===== src/rtl/pwm_meter_if.sv =====
// Result port of the PWM meter: one measurement at a time on a valid/ready handshake.
// The meter drives the master side; the consumer of results uses the slave side.
interface pwm_meter_if #(
    parameter int CNT_W = 16
) ();
    logic             res_valid;
    logic             res_ready;
    logic [CNT_W-1:0] res_period;
    logic [CNT_W-1:0] res_high;
    logic             res_ovf;

    modport master (
        output res_valid,
        output res_period,
        output res_high,
        output res_ovf,
        input  res_ready
    );

    modport slave (
        input  res_valid,
        input  res_period,
        input  res_high,
        input  res_ovf,
        output res_ready
    );
endinterface


===== src/rtl/pwm_meter.sv =====
// Loop-back meter for the PWM generator output: measures the period and high time
// in clk cycles between consecutive rising edges, with a saturation timeout for stuck inputs.
module pwm_meter #(
    parameter int CNT_W = 16
) (
    input  logic       clk,
    input  logic       rst,
    input  logic       pwm_in,
    input  logic       meas_en,
    pwm_meter_if.master res,
    output logic       lost
);

    typedef enum logic [1:0] {
        IDLE,
        ARM,
        MEAS
    } state_e;

    localparam logic [CNT_W-1:0] CNT_MAX = '1;
    localparam logic [CNT_W-1:0] CNT_ONE = CNT_W'(1);

    state_e           state_q, state_d;
    logic             sync1_q, s_q, s_dly_q;
    logic [CNT_W-1:0] pcnt_q, pcnt_d;
    logic [CNT_W-1:0] hcnt_q, hcnt_d;
    logic             valid_q, valid_d;
    logic [CNT_W-1:0] period_q, period_d;
    logic [CNT_W-1:0] high_q, high_d;
    logic             ovf_q, ovf_d;
    logic             lost_q, lost_d;
    logic             rise;
    logic             emit;
    logic             emit_ovf;

    assign rise = s_q & ~s_dly_q;

    // Measurement FSM and counters.
    // NOTE: every signal written here gets a default first so no path leaves it unassigned (no latch).
    always_comb begin
        state_d  = state_q;
        pcnt_d   = pcnt_q;
        hcnt_d   = hcnt_q;
        emit     = 1'b0;
        emit_ovf = 1'b0;

        unique case (state_q)
            IDLE: begin
                pcnt_d = '0;
                hcnt_d = '0;
                state_d = ARM;
            end
            ARM: begin
                if (rise) begin
                    state_d = MEAS;
                    pcnt_d  = CNT_ONE;
                    hcnt_d  = CNT_ONE;
                end
            end
            MEAS: begin
                if (rise) begin
                    emit   = 1'b1;
                    pcnt_d = CNT_ONE;
                    hcnt_d = CNT_ONE;
                end else if (pcnt_q == CNT_MAX) begin
                    // A rise on the saturating cycle is handled above, so it never reports ovf.
                    emit     = 1'b1;
                    emit_ovf = 1'b1;
                    state_d  = ARM;
                end else begin
                    pcnt_d = pcnt_q + CNT_ONE;
                    if (s_q && (hcnt_q != CNT_MAX)) begin
                        hcnt_d = hcnt_q + CNT_ONE;
                    end
                end
            end
            default: state_d = IDLE;
        endcase

        if (!meas_en) begin
            state_d  = IDLE;
            pcnt_d   = '0;
            hcnt_d   = '0;
            emit     = 1'b0;
            emit_ovf = 1'b0;
        end
    end

    // Output register with accept-and-replace; a result that cannot load is dropped and flagged.
    always_comb begin
        valid_d  = valid_q;
        period_d = period_q;
        high_d   = high_q;
        ovf_d    = ovf_q;
        lost_d   = lost_q;

        if (!meas_en || (state_q == IDLE)) begin
            valid_d = 1'b0;
            lost_d  = 1'b0;
        end else if (emit) begin
            if (!valid_q || res.res_ready) begin
                valid_d  = 1'b1;
                period_d = emit_ovf ? CNT_MAX : pcnt_q;
                high_d   = hcnt_q;
                ovf_d    = emit_ovf;
            end else begin
                lost_d = 1'b1;
            end
        end else if (valid_q && res.res_ready) begin
            valid_d = 1'b0;
        end
    end

    // NOTE: sequential state uses non-blocking assignments so all flops update together on the edge.
    always_ff @(posedge clk) begin
        if (rst) begin
            state_q  <= IDLE;
            sync1_q  <= 1'b0;
            s_q      <= 1'b0;
            s_dly_q  <= 1'b0;
            pcnt_q   <= '0;
            hcnt_q   <= '0;
            valid_q  <= 1'b0;
            period_q <= '0;
            high_q   <= '0;
            ovf_q    <= 1'b0;
            lost_q   <= 1'b0;
        end else begin
            state_q  <= state_d;
            sync1_q  <= pwm_in;
            s_q      <= sync1_q;
            s_dly_q  <= s_q;
            pcnt_q   <= pcnt_d;
            hcnt_q   <= hcnt_d;
            valid_q  <= valid_d;
            period_q <= period_d;
            high_q   <= high_d;
            ovf_q    <= ovf_d;
            lost_q   <= lost_d;
        end
    end

    assign res.res_valid  = valid_q;
    assign res.res_period = period_q;
    assign res.res_high   = high_q;
    assign res.res_ovf    = ovf_q;
    assign lost           = lost_q;

endmodule


===== src/flat_wrapper.sv =====
// flat-port wrapper written by rule: the top's interface ports become plain ports
module pwm_meter_flat 
#(
    parameter int CNT_W = 16
)
  (clk, rst, pwm_in, meas_en, lost, res_res_valid, res_res_period, res_res_high, res_res_ovf, res_res_ready);
  pwm_meter_if #(.CNT_W(CNT_W)) res_i ();
  input  logic clk;
  input  logic rst;
  input  logic pwm_in;
  input  logic meas_en;
  output logic lost;
  output wire logic [$bits(res_i.res_valid)-1:0] res_res_valid;
  output wire logic [$bits(res_i.res_period)-1:0] res_res_period;
  output wire logic [$bits(res_i.res_high)-1:0] res_res_high;
  output wire logic [$bits(res_i.res_ovf)-1:0] res_res_ovf;
  input wire logic [$bits(res_i.res_ready)-1:0] res_res_ready;
  assign res_res_valid = res_i.res_valid;
  assign res_res_period = res_i.res_period;
  assign res_res_high = res_i.res_high;
  assign res_res_ovf = res_i.res_ovf;
  assign res_i.res_ready = res_res_ready;
  pwm_meter #(.CNT_W(CNT_W)) u_core (.clk(clk), .rst(rst), .pwm_in(pwm_in), .meas_en(meas_en), .res(res_i), .lost(lost));
endmodule

===== config.mk =====
export PLATFORM = sky130hd
export DESIGN_NAME = pwm_meter_flat
export DESIGN_NICKNAME = d
export VERILOG_FILES = /design/src/rtl/pwm_meter_if.sv /design/src/rtl/pwm_meter.sv /design/src/flat_wrapper.sv
export SDC_FILE = /design/constraint.sdc
export NUM_CORES = 1
export LEC_CHECK = 0
export BUFFER_PORTS_ARGS = -buffer_cell sky130_fd_sc_hd__buf_2
export CAP_MARGIN = 10
export CELL_PAD_IN_SITES_DETAIL_PLACEMENT = 0
export CELL_PAD_IN_SITES_GLOBAL_PLACEMENT = 1
export CORE_MARGIN = 4
export CORE_UTILIZATION = 35
export CTS_CLUSTER_DIAMETER = 30
export DETAILED_ROUTE_END_ITERATION = 8
export GPL_ROUTABILITY_DRIVEN = 0
export GPL_TIMING_DRIVEN = 0
export PLACE_DENSITY = 0.78
export SYNTH_ARGS = -nofsm -noshare
export SYNTH_HDL_FRONTEND = slang
export SYNTH_SLANG_ARGS = --single-unit

===== constraint.sdc =====
create_clock -name clk -period 6.1 [get_ports clk]
set_input_delay 1.22 -clock clk [delete_from_list [all_inputs] [get_ports clk]]
set_output_delay 1.22 -clock clk [all_outputs]
set_load 0.02 [all_outputs]

After elaboration in Yosys (flattened, before gate mapping)
Cells that the tools add are included.
Word-level totals
  flip-flop bits (word level): 72
Cells by class
  $add $sub $neg: 2
  eq/ne operators: 10
  mux-type cells: 23
  bitwise gates (word level): 5
  reductions and logical operators: 17
Operators with widths (number)
  $mux W16: 7
  $pmux W16 S3: 2
  $add A16 B1 Y16 const B: 2
  $eq A16 B16 Y1 const B: 1
  $ne A16 B16 Y1 const B: 1
  $mux W1: 10
  $reduce_and A3 Y1: 3
  $mux W2: 3
  $pmux W2 S3: 1
  $ne A2 B1 Y1 const B: 2
  $ne A2 B2 Y1 const B: 2
  $not A1 Y1: 4
  $reduce_and A2 Y1: 2
  $reduce_and A4 Y1: 1
  $reduce_or A2 Y1: 2
  $ne A3 B1 Y1 const B: 1
  $ne A3 B2 Y1 const B: 1
  $reduce_bool A3 Y1: 1
  $eq A2 B1 Y1 const B: 1
  $eq A2 B2 Y1 const B: 1
  $logic_and A1 B1 Y1: 2
  $logic_not A1 Y1: 2
  $logic_not A2 Y1: 1
  $logic_or A1 B1 Y1: 2
  2 further kinds: 2

Longest topological paths before layout
  depth in word-level cells: 7
  depth in mapped cells: 9

Worst setup path after synthesis
Ideal clock, no wire load.
  kind: input-to-reg
  start point: input port meas_en
  end point: register u_core.hcnt_q[15]
  library setup time: 0.062 ns
  arrival: 2.736 ns
  required time: 6.038 ns
  setup slack: 3.302 ns
  stages: 7
  buffers on the path: 2
  cells stage by stage: nor2b_1 > clkbuf_1 > nand4_1 > or4_1 > buf_2 > or4_1 > nand3_1
Between the ends
  word-level cells in the longest chain between the ends: 2
Ends and longest elaborated chain
  start: declaration: line flat_wrapper.sv:11  | input logic meas_en;
  $not A1 Y1 (no source line)
  $reduce_or A2 Y1 (no source line)
  end signal: assignment: line pwm_meter.sv:134  | hcnt_q <= hcnt_d;
  end: declaration: line pwm_meter.sv:26  | logic [CNT_W-1:0] hcnt_q, hcnt_d;
No other way between the ends.
A chain may end at the register's enable or synchronous reset.

Worst setup path in the final report
  start point: input port meas_en
  end point: register u_core.hcnt_q[3]
Same word-level chain as after synthesis.

==> results.sh <==
export IMPL_final_layout_size_suffix_gt1_share_pct=14.2
export IMPL_diodes=0
export IMPL_crit_fanout=10
export IMPL_final_hold_violation_count=0
export IMPL_num_vias=3141
export IMPL_clockRootBuffer="clkbuf_8"
export IMPL_p_per_area_nw_per_um2=224
export IMPL_wl_per_cell_um=14.2
export IMPL_yosys_area_top_type="dfxtp_1"
export IMPL_synth_seq_cells=72
export IMPL_grt_antenna_before_repair=0
export IMPL_synth_fa_ha_area_share_pct=2.30
export IMPL_die_area_um2=11000
export IMPL_drtIter0Drc=196
export IMPL_synthSimpleGateAreaFrac_pct=30.1
export IMPL_crit_start="meas_en"
export IMPL_layout_commonest_cell="dfxtp_1"
export IMPL_synthArstFlopShare_pct=0
export IMPL_hp_class="flop to flop"
export IMPL_mostFrequentLayoutCells="72 x dfxtp_1, 63 x nand2_1, 50 x nor2_1"
export IMPL_portBuffers=39
export IMPL_grt_pass1_wl_um=14000
export IMPL_synth_top_family_by_area="simple AND/OR/NAND/NOR gates"
export IMPL_synth_edff_count=0
export IMPL_grt_pass1_vias=2984
export IMPL_ys_flop_type="dfxtp_1"
export IMPL_hold_buffers=0
export IMPL_hold_worst_slack_ns=0.453
export IMPL_antenna_left=0
export IMPL_core_um2=9150
export IMPL_critPathCaptureType="flop"
export IMPL_globalRouteOverflowTotal=0
export IMPL_yosysWarnings=0
export IMPL_synth_distinct_cells=46
export IMPL_hpwlAfterDp_um=6090
export IMPL_postCtsSetupBuffers=0
export IMPL_drv_cap=0
export IMPL_syn_area_um2=3270
export IMPL_tns_ns=0
export IMPL_r2r_start="u_core.pcnt_q[0]"
export IMPL_num_rows=35
export IMPL_synthCells=416
export IMPL_rsz0062_at_grt="false"
export IMPL_start_kind="input pin"
export IMPL_vias_per_cell=5.40
export IMPL_tightestPinTransition_ns=0.926
export IMPL_syn_avg_cell_area_um2=7.86
export IMPL_grt_total_usage_pct=15.6
export IMPL_crit_arrival_ns=3.45
export IMPL_cts_buffers=9
export IMPL_wl_um=8290
export IMPL_fmax_mhz=314
export IMPL_h_tree_depth=3
export IMPL_dpl_cell_area_um2=3600
export IMPL_synthXorXnorAreaFrac_pct=0
export IMPL_worst_ep_required_time_ns=6.37
export IMPL_synth_top_area_share_pct=44.1
export IMPL_start_util_pct=35.7
export IMPL_area_growth_pct=15.8
export IMPL_fin_skew_ns=0.0127
export IMPL_slew_violations=0
export IMPL_outcome="finished clean"
export IMPL_io_pins=40
export IMPL_grt_max_degree=14
export IMPL_min_period_ns=3.19
export IMPL_final_setup_viol_count=0
export IMPL_maxSlewHeadroom_pct=37.8
export IMPL_clkSinkCount=72
export IMPL_ctsResizeCount=0
export IMPL_p_leak_uw=0.00145
export IMPL_chipHeight_um=105
export IMPL_final_cell_area_um2=3790
export IMPL_vdd_drop_max_uv=104
export IMPL_clk_path_buf_depth=2
export IMPL_tritoncts="done"
export IMPL_fp_dieW_um=105
export IMPL_drc=0
export IMPL_yosysSeqAreaShare_pct=44.1
export IMPL_critPathKind="input pin to flop"
export IMPL_fin_crit_sh_pct=52.2
export IMPL_drt_first_pass_iters=4
export IMPL_path_clk_slew_ns=0.09
export IMPL_synth_compound_area_share_pct=18.6
export IMPL_synth_mux_area_share_pct=0.612
export IMPL_min_from="u_core.sync1_q"
export IMPL_fin_nets=477
export IMPL_clock_latency_ns=0.35
export IMPL_synthTopCellsByArea="dfxtp_1 44%, nand2_1 7.2%, a21oi_1 5.8%"
export IMPL_syn_nets=427
through the flow:
step                worst slack (ns)  util (%)  power, uW  instances
CTS                             2.97      41.4        862        582
global route                    2.77      41.4        887        582
global placement                2.69      39.4        512        566
detailed placement              2.60      39.4        512        566
floorplan                       3.30         -        503        416
finish                          2.91      41.4        849        582
cell type report:
cell class,count,area [um2]
inverters,8,30.0
flip-flops and latches,72,1440
repair buffers,39,195
plain buffers,24,109
clock buffers,10,138
fillers,951,5370
well taps,111,139
multi-input cells,312,1690
clock inverters,6,43.8
synthesized netlist by cell type (all sizes together), types with 2 or more instances:
cell	instances
o21ai	16
a31oi	11
clkbuf	19
o22a	2
nand2	63
and3	7
nand3	18
or2	2
nor2b	6
nor2	50
a2bb2oi	2
a21oi	38
a211o	4
a41oi	3
and2	2
mux2i	2
dfxtp	72
or3	3
nand2b	4
buf	5
a21o	6
a211oi	3
nor4	3
nor3	30
or4	3
nand4	9
and4	6
inv	8
ha	6
a22oi	2
flip-flops by register name (all words and copies together), names as in the netlist:
| name | flops |
|---|---|
| u_core.state_q | 2 |
| u_core.res.res_ovf | 1 |
| u_core.s_q | 1 |
| u_core.s_dly_q | 1 |
| u_core.res.res_high | 16 |
| u_core.pcnt_q | 16 |
| u_core.res.res_valid | 1 |
| u_core.res.res_period | 16 |
| u_core.lost | 1 |
| u_core.hcnt_q | 16 |
| u_core.sync1_q | 1 |
worst paths after layout:
check	end	slack (ns)	cells past startpoint
hold / removal	u_core.s_q	0.45	1
setup / recovery	u_core.hcnt_q[3]	2.91	8
setup reg to reg	u_core.pcnt_q[8]	3.33	7
hold reg to reg	u_core.s_q	0.45	1
cells by family (layout without fill, tap and decap cells):
group	after synthesis	count (layout)
buffers and inverters	32	87
muxes	2	2
AOI/OAI and AO/OA	97	97
adders and majority gates	6	6
and+or+nand+nor	207	207
DFF	72	72
routing by layer:
metal | global-route usage (%) | wire [um] | up-vias
li1 | - | - | 1573
met1 | 17.9 | 3570 | 1486
met2 | 28.6 | 4310 | 71
met3 | 3.83 | 314 | 11
met4 | 4.78 | 94 | 0
met5 | 0 | 0 | -
critical path: stages:
cell	delay, ns
buf_2	0.10
nor2b_1	0.12
clkbuf_1	0.31
nand4_1	0.16
clkbuf_1	0.32
nor4_2	0.78
a41oi_1	0.24
a31oi_1	0.20
report_power, final:
| group | leakage [uW] | internal, uW | switching [uW] | total [uW] |
|---|---|---|---|---|
| sequential | 0.000580 | 471 | 1.83 | 473 |
| clock | 0.0000809 | 159 | 189 | 348 |
| combinational | 0.000792 | 8.22 | 20.1 | 28.3 |
Note: power is estimated with default switching activity, not from simulation.
